$ cat config.mk
export PLATFORM = sky130hd
export DESIGN_NAME = dmem_bus_arbiter
export DESIGN_NICKNAME = d
export VERILOG_FILES = /design/src/rtl/dmem_bus_arbiter.sv
export SDC_FILE = /design/constraint.sdc
export NUM_CORES = 1
export LEC_CHECK = 0
export CAP_MARGIN = 5
export CORE_AREA = 2 2 135 137
export CTS_BUF_LIST = sky130_fd_sc_hd__clkbuf_16
export DETAILED_ROUTE_END_ITERATION = 7
export DIE_AREA = 0 0 137 139
export PLACE_DENSITY = 0.5
export SYNTH_ARGS = -nofsm -noshare
export SYNTH_HDL_FRONTEND = slang
export SYNTH_SLANG_ARGS = --single-unit
$ cat constraint.sdc
create_clock -name clk -period 3.3 [get_ports clk]
set_clock_uncertainty 0.15 [all_clocks]
set_input_delay 0.825 -clock clk [delete_from_list [all_inputs] [get_ports clk]]
set_output_delay 0.825 -clock clk [all_outputs]
set_load 0.05 [all_outputs]
$ cat src/rtl/dmem_bus_arbiter.sv
// ---------------------------------------------------------------------------
// dmem_bus_arbiter
//
// Two-master, one-slave arbiter for the data-memory bus.
//   Master 0 : core MEM-stage port (driven by the atomic access controller).
//   Master 1 : secondary requester (debug / DMA).
// Grants are round-robin. A master that completes a transfer with its lock
// input high keeps the bus (LOCKEDx) so an AMO read-modify-write cannot be
// split by the other master. A locked owner that sits idle too long is
// forcibly released. Master-1 writes that hit the core's LR reservation
// word raise a one-cycle resv_kill pulse so the pending SC fails.
//
// Handshake: a master raises mx_req with its command fields and holds them
// stable until it sees mx_ack for one cycle; the transfer completes in the
// cycle where both mx_req and mx_ack are high. The slave sees the same
// contract on s_req / s_ack.
//
// Ports
//   clk, rst        clock, asynchronous active-high reset
//   m0_* / m1_*     master request side (req, we, addr, wdata, sel, lock in;
//                   rdata, ack out)
//   s_*             slave side (req, we, addr, wdata, sel out; rdata, ack in)
//   resv_valid/addr core LR reservation being snooped
//   resv_kill       one-cycle pulse, master 1 wrote the reserved word
//   grant           one-hot current owner {m1, m0}
// ---------------------------------------------------------------------------
module dmem_bus_arbiter #(
    parameter int LOCK_TIMEOUT = 16,
    parameter int ADDR_W       = 32,
    parameter int DATA_W       = 32
) (
    input  logic              clk,
    input  logic              rst,

    input  logic              m0_req,
    input  logic              m0_we,
    input  logic [ADDR_W-1:0] m0_addr,
    input  logic [DATA_W-1:0] m0_wdata,
    input  logic [3:0]        m0_sel,
    input  logic              m0_lock,
    output logic [DATA_W-1:0] m0_rdata,
    output logic              m0_ack,

    input  logic              m1_req,
    input  logic              m1_we,
    input  logic [ADDR_W-1:0] m1_addr,
    input  logic [DATA_W-1:0] m1_wdata,
    input  logic [3:0]        m1_sel,
    input  logic              m1_lock,
    output logic [DATA_W-1:0] m1_rdata,
    output logic              m1_ack,

    output logic              s_req,
    output logic              s_we,
    output logic [ADDR_W-1:0] s_addr,
    output logic [DATA_W-1:0] s_wdata,
    output logic [3:0]        s_sel,
    input  logic [DATA_W-1:0] s_rdata,
    input  logic              s_ack,

    input  logic              resv_valid,
    input  logic [ADDR_W-1:0] resv_addr,
    output logic              resv_kill,

    output logic [1:0]        grant
);

    localparam int               CNT_W      = $clog2(LOCK_TIMEOUT) + 1;
    localparam logic [CNT_W-1:0] CNT_LAST   = CNT_W'((LOCK_TIMEOUT > 0) ? (LOCK_TIMEOUT - 1) : 0);
    localparam logic [CNT_W-1:0] CNT_MAX    = '1;
    localparam bit               TIMEOUT_EN = (LOCK_TIMEOUT != 0);
    // Reservation granule is one 32-bit word: ignore the byte offset bits.
    localparam logic [ADDR_W-1:0] WORD_MASK = {{(ADDR_W-2){1'b1}}, 2'b00};

    typedef enum logic [2:0] {
        ST_IDLE,
        ST_OWN0,
        ST_OWN1,
        ST_LOCKED0,
        ST_LOCKED1
    } state_t;

    state_t           r_state;
    state_t           w_state_next;
    logic             r_last_grant;      // 0: master 0 last owned, 1: master 1
    logic             w_last_grant_next;
    logic [CNT_W-1:0] r_lock_cnt;
    logic [CNT_W-1:0] w_lock_cnt_next;
    logic             r_resv_kill;

    logic             w_own0;
    logic             w_own1;
    logic             w_cur_req;
    logic             w_cur_lock;
    logic [ADDR_W-1:0] w_addr_diff;
    logic             w_word_hit;

    // Owner decode: the state register is the only source of the grant.
    assign w_own0     = (r_state == ST_OWN0) || (r_state == ST_LOCKED0);
    assign w_own1     = (r_state == ST_OWN1) || (r_state == ST_LOCKED1);
    assign w_cur_req  = w_own1 ? m1_req  : m0_req;
    assign w_cur_lock = w_own1 ? m1_lock : m0_lock;

    // ------------------------------------------------------------------
    // State register
    // ------------------------------------------------------------------
    always_ff @(posedge clk or posedge rst) begin
        if (rst) begin
            r_state      <= ST_IDLE;
            r_last_grant <= 1'b1;        // master 0 wins the first tie
            r_lock_cnt   <= '0;
        end else begin
            r_state      <= w_state_next;
            r_last_grant <= w_last_grant_next;
            r_lock_cnt   <= w_lock_cnt_next;
        end
    end

    // ------------------------------------------------------------------
    // Next-state logic
    // ------------------------------------------------------------------
    always_comb begin
        w_state_next      = r_state;
        w_last_grant_next = r_last_grant;
        w_lock_cnt_next   = r_lock_cnt;

        case (r_state)
            ST_IDLE: begin
                if (m0_req && m1_req) begin
                    w_state_next = r_last_grant ? ST_OWN0 : ST_OWN1;
                end else if (m0_req) begin
                    w_state_next = ST_OWN0;
                end else if (m1_req) begin
                    w_state_next = ST_OWN1;
                end
            end

            ST_OWN0, ST_OWN1: begin
                if (s_ack) begin
                    w_last_grant_next = w_own1;
                    if (w_cur_lock) begin
                        w_state_next    = w_own1 ? ST_LOCKED1 : ST_LOCKED0;
                        w_lock_cnt_next = '0;
                    end else begin
                        // Unlocked transfers always pass through IDLE.
                        w_state_next = ST_IDLE;
                    end
                end else if (!w_cur_req) begin
                    // Owner abandoned its request before the ack.
                    w_state_next = ST_IDLE;
                end
            end

            ST_LOCKED0, ST_LOCKED1: begin
                if (w_cur_req) begin
                    w_lock_cnt_next = '0;
                    if (s_ack) begin
                        w_last_grant_next = w_own1;
                        if (!w_cur_lock) begin
                            w_state_next = ST_IDLE;
                        end
                    end
                end else if (!w_cur_lock) begin
                    w_state_next = ST_IDLE;
                end else if (TIMEOUT_EN && (r_lock_cnt == CNT_LAST)) begin
                    // Forced release; the owner becomes "last" so a waiting
                    // peer wins the next arbitration.
                    w_state_next      = ST_IDLE;
                    w_last_grant_next = w_own1;
                end else if (r_lock_cnt != CNT_MAX) begin
                    w_lock_cnt_next = r_lock_cnt + CNT_W'(1);
                end
            end

            default: begin
                w_state_next = ST_IDLE;
            end
        endcase
    end

    // ------------------------------------------------------------------
    // Bus muxing: slave side follows the owner, non-owner sees zeros.
    // ------------------------------------------------------------------
    always_comb begin
        s_req    = 1'b0;
        s_we     = 1'b0;
        s_addr   = '0;
        s_wdata  = '0;
        s_sel    = '0;
        m0_rdata = '0;
        m0_ack   = 1'b0;
        m1_rdata = '0;
        m1_ack   = 1'b0;

        if (w_own0) begin
            s_req    = m0_req;
            s_we     = m0_we;
            s_addr   = m0_addr;
            s_wdata  = m0_wdata;
            s_sel    = m0_sel;
            m0_rdata = s_rdata;
            m0_ack   = s_ack;
        end else if (w_own1) begin
            s_req    = m1_req;
            s_we     = m1_we;
            s_addr   = m1_addr;
            s_wdata  = m1_wdata;
            s_sel    = m1_sel;
            m1_rdata = s_rdata;
            m1_ack   = s_ack;
        end
    end

    assign grant = {w_own1, w_own0};

    // ------------------------------------------------------------------
    // Reservation snoop: word compare only, byte enables are ignored.
    // ------------------------------------------------------------------
    assign w_addr_diff = s_addr ^ resv_addr;
    assign w_word_hit  = ~|(w_addr_diff & WORD_MASK);

    always_ff @(posedge clk or posedge rst) begin
        if (rst) begin
            r_resv_kill <= 1'b0;
        end else begin
            r_resv_kill <= w_own1 && s_ack && s_we && resv_valid && w_word_hit;
        end
    end

    assign resv_kill = r_resv_kill;

endmodule

; ---- After elaboration in Yosys (flattened, before gate mapping)
; Cells that the tools add are included.
[totals]
wordCells = 83
register_bits = 10
out_inout_bits = 139
[op_classes]
bitwise = 1
add_sub_neg = 1
mux = 44
reduce_logical = 16
eq_ne = 17
[op_table]
columns = operator, n
row1 = $mux W32, 7
row2 = $mux W3, 12
row3 = $xor A32 B32 Y32, 1
row4 = $mux W5, 6
row5 = $reduce_or A30 Y1, 1
row6 = $ne A3 B3 Y1 const B, 8
row7 = $mux W1, 13
row8 = $pmux W5 S2, 1
row9 = $pmux W3 S3, 1
row10 = $mux W4, 2
row11 = $eq A3 B2 Y1 const B, 2
row12 = $reduce_and A6 Y1, 1
row13 = $add A5 B1 Y5 const B, 1
row14 = $eq A5 B4 Y1 const B, 1
row15 = $logic_and A1 B1 Y1, 5
row16 = $ne A5 B5 Y1 const B, 1
row17 = $reduce_and A5 Y1, 1
row18 = $ne A2 B2 Y1 const B, 2
row19 = $ne A4 B4 Y1 const B, 1
row20 = $reduce_or A2 Y1, 2
row21 = $eq A3 B1 Y1 const B, 1
row22 = $eq A3 B3 Y1 const B, 1
row23 = $logic_not A3 Y1, 1
row24 = $reduce_and A3 Y1, 1
row25 = 5 further kinds, 6

; ---- Logic depth before layout (Yosys ltp)
[logic_depth]
ltp_word = 8
depth_mapped = 9
mapped_depth_nobuf = 8

; ---- Least setup slack after synthesis
; Ideal clock, no wire load.
[synth_path]
path_kind = input -> output
start = in m1_addr[11]
end = out s_addr[11]
path_stages = 3
arrival_time_ns = 2.215
slack_ns = 0.110
cell_sequence = nor2b_1 -> nand2_1 -> o21ai_0
[synth_between]
elab_chain_len = 2
[synth_lines]
columns = item, line_no
row1 = start: declaration, 46  ; input logic [ADDR_W-1:0] m1_addr,
row2 = $mux W32, 203  ; end else if (w_own1) begin
row3 = $mux W32, 195  ; if (w_own0) begin
row4 = end: declaration, 55  ; output logic [ADDR_W-1:0] s_addr,
; No other way between the ends.

; ---- Final worst setup path
; Same ends and word-level chain as after synthesis.

==> results.sh <==
export IMPL_status="finished, final reports clean"
export IMPL_grt_start_max_net_pins=74
export IMPL_cp_max_fo=2
export IMPL_postCtsSetupBuffers=0
export IMPL_timing_rr_end="resv_kill"
export IMPL_seq_area_frac_synth_pct=9.16
export IMPL_syn_to_final_growth_pct=182
export IMPL_clk_latency_ns=0.24
export IMPL_ys_ff_latch=10
export IMPL_setup_viol=0
export IMPL_max_slew_margin_pct=61.7
export IMPL_async_flop_share_pct=100
export IMPL_r2r_start="r_state[2]"
export IMPL_place_ws_ns=0.0554
export IMPL_drive_gt1_share_pct=24.5
export IMPL_syn_nets=578
export IMPL_grt_overflow=0
export IMPL_grt_pass1_vias=4323
export IMPL_crit_chain="clkdlybuf4s50_1 > nor2b_1 > nand2_1 > o21ai_0 > buf_4 > buf_12"
export IMPL_ctsHoldBuffers=0
export IMPL_critPathRequiredTime_ns=2.32
export IMPL_die_area_um2=19000
export IMPL_die_width_um=137
export IMPL_switchingPower_uw=4730
export IMPL_drtIter0Drc=159
export IMPL_hp_start="r_lock_cnt[4]"
export IMPL_cts_buffers_inserted=3
export IMPL_whs_ns=0.378
export IMPL_hold_path_class="flop to flop"
export IMPL_num_nets_final=904
export IMPL_final_common_cell="clkdlybuf4s50_1"
export IMPL_reg2reg_depth=9
export IMPL_cts_root_buf="clkbuf_16"
export IMPL_slowest_stage="clkdlybuf4s50_1"
export IMPL_start_util_pct=15.5
export IMPL_power_frac_clock_pct=2.5
export IMPL_firstDrtPassIters=4
export IMPL_drc=0
export IMPL_cts_resized=0
export IMPL_yosys_warnings=0
export IMPL_max_cap_violations=0
export IMPL_end_kind="primary output"
export IMPL_final_cell_mix="208 x clkdlybuf4s50_1, 123 x buf_12, 40 x a22o_1"
export IMPL_min_period_over_period_pct=92.8
export IMPL_rows=49
export IMPL_swShare_pct=54.8
export IMPL_powerDensity_nw_per_um2=1120
export IMPL_vias=4168
export IMPL_grt_usage_pct=17.4
export IMPL_ys_flop_type="dfrtp_1"
export IMPL_tns_ns=0
export IMPL_core_um2=17700
export IMPL_cts_htree_levels=1
export IMPL_start_kind="input pin"
export IMPL_tightest_slew_ns=0.572
export IMPL_max_freq_mhz=327
export IMPL_die_h_um=139
export IMPL_syn_area_per_cell_um2=7.52
export IMPL_routed_via_density=4.54
export IMPL_wl_um=17500
export IMPL_peakVddDrop_mv=0.616
export IMPL_critPathKind="input pin to primary output"
export IMPL_maxSlewViolCount=0
export IMPL_ant_nets=0
export IMPL_synth_edf_count=0
export IMPL_finalWeightedCongestion=0.876
export IMPL_p_int_uw=3910
export IMPL_synth_cell_types=47
export IMPL_pwr_share_seq_pct=2.3
export IMPL_cp_num_buf_inv=3
export IMPL_hpwl_um=14700
export IMPL_synthCells=365
export IMPL_clockBufferDepth=2
export IMPL_setup_slack_ns=0.239
export IMPL_antenna_found_initial=0
export IMPL_ios=349
export IMPL_cp_depth=6
export IMPL_path_clk_slew_ns=0.04
export IMPL_slowest_delay_ns=0.46
export IMPL_p_comb_share_pct=95.2
export IMPL_io_buffers=346
export IMPL_cp_arrival_ns=2.09
export IMPL_period_needed_ns=3.06
export IMPL_cts_num_sinks=10
export IMPL_cts_tree="built"
export IMPL_antenna_cells=0
export IMPL_syn_area_um2=2750
export IMPL_rsz0062_at_grt="no"
export IMPL_leakagePower_uw=0.00336
export IMPL_endpoint="s_addr[11]"
export IMPL_path_delay_family="buffers and inverters"
export IMPL_grt_pass1_wl_um=25800
export IMPL_crit_path_start="m1_addr[11]"
export IMPL_r2r_slack_ns=0.55
export IMPL_routedWlPerCell_um=19.0
export IMPL_final_hold_violation_count=0
-- cell usage after synthesis, types with 2 or more instances --
master / n / share of area (%)
clkbuf_1: 33 / 4.5
buf_2: 5 / 0.91
nor2b_1: 4 / 0.91
a211o_1: 25 / 8.0
o21ai_0: 7 / 1.3
ha_1: 3 / 1.4
a21oi_1: 3 / 0.55
and2_1: 32 / 7.3
a21o_1: 2 / 0.55
a22o_1: 40 / 13
nand2_1: 10 / 1.4
xor2_1: 18 / 5.7
xnor2_1: 13 / 4.1
buf_1: 3 / 0.41
or3_1: 2 / 0.46
dfrtp_1: 9 / 8.2
buf_4: 2 / 0.55
nand2b_1: 13 / 3.0
inv_1: 7 / 0.96
and3_1: 35 / 8.0
a32oi_1: 2 / 0.64
nand3_1: 3 / 0.55
nor3_1: 5 / 0.91
nor4bb_1: 34 / 12
nor4_1: 6 / 1.4
mux2i_1: 2 / 0.73
nand4_1: 4 / 0.91
nor2_1: 21 / 2.9
a22oi_1: 2 / 0.55
o221ai_1: 2 / 0.64
nand4bb_1: 2 / 0.82
-- worst min-delay path by stage --
stage	cells past startpoint	to
after global routing	2	r_lock_cnt[4]
final	2	r_lock_cnt[4]
after global placement	2	r_lock_cnt[4]
after CTS	2	r_lock_cnt[4]
after floorplan	2	r_lock_cnt[1]
after detailed placement	2	r_lock_cnt[4]
-- stage by stage --
| stage | power [uW] | instance area, um2 | std cells | utilization (%) |
|---|---|---|---|---|
| 6_report | 8640 | 7730 | 919 | 43.8 |
| 5_1_grt | 8990 | 7730 | 919 | 43.8 |
| 4_1_cts | 8700 | 7730 | 919 | 43.8 |
| 3_5_place_dp | 8470 | 7650 | 915 | 43.3 |
| 3_3_place_gp | 8430 | 7650 | 915 | 43.3 |
| 2_1_floorplan | 4560 | 2750 | 365 | - |
-- tightest hold or removal path, delay by kind of cell (launching register included) --
| kind | cells | cell delay [ns] |
|---|---|---|
| AO/OA/AOI/OAI | 1 | 0.06 |
| AND/OR/NAND/NOR | 1 | 0.06 |
| flip-flops | 1 | 0.36 |
-- area by class of cell --
type / count / area (um2)
flip-flops and latches: 10 / 253
clock buffers: 3 / 75.1
clock inverters: 1 / 3.75
fillers: 1695 / 9920
well taps: 229 / 287
multi-input cells: 304 / 2290
inverters: 7 / 26.3
repair buffers: 365 / 4800
-- kinds of logic (layout without fill, tap and decap cells) --
logic type	count (synthesis)	count (layout)	synth area share, %
buf+inv	51	376	7.75
fa+ha+maj	3	3	1.37
mux	3	3	1.14
flops	10	10	9.16
xor+xnor	32	32	10.5
compound gates	91	91	27.8
simple gates	175	175	42.3
-- power by group through the flow --
| stage | sequential (uW) | clock [uW] | combinational [uW] |
|---|---|---|---|
| 3_3_place_gp | 195 | 0 | 8240 |
| 6_report | 196 | 215 | 8230 |
| 4_1_cts | 196 | 219 | 8290 |
| 2_1_floorplan | 175 | 0 | 4390 |
| 3_5_place_dp | 197 | 0 | 8270 |
| 5_1_grt | 202 | 231 | 8560 |
-- flip-flops by register name, indices dropped and copies added (netlist names) --
signal / count
r_lock_cnt: 5
resv_kill: 1
r_last_grant: 1
r_state: 3
-- routing by layer --
layer / routed length, um / track usage, % / up-vias / share of wire, %
li1: - / - / 2026 / -
met1: 6830 / 20.7 / 1949 / 39
met2: 9110 / 31.8 / 172 / 52
met3: 1250 / 4.17 / 21 / 7.2
met4: 301 / 3.09 / 0 / 1.7
met5: 0 / 0 / - / 0
Power figures use the tool's default switching activity.
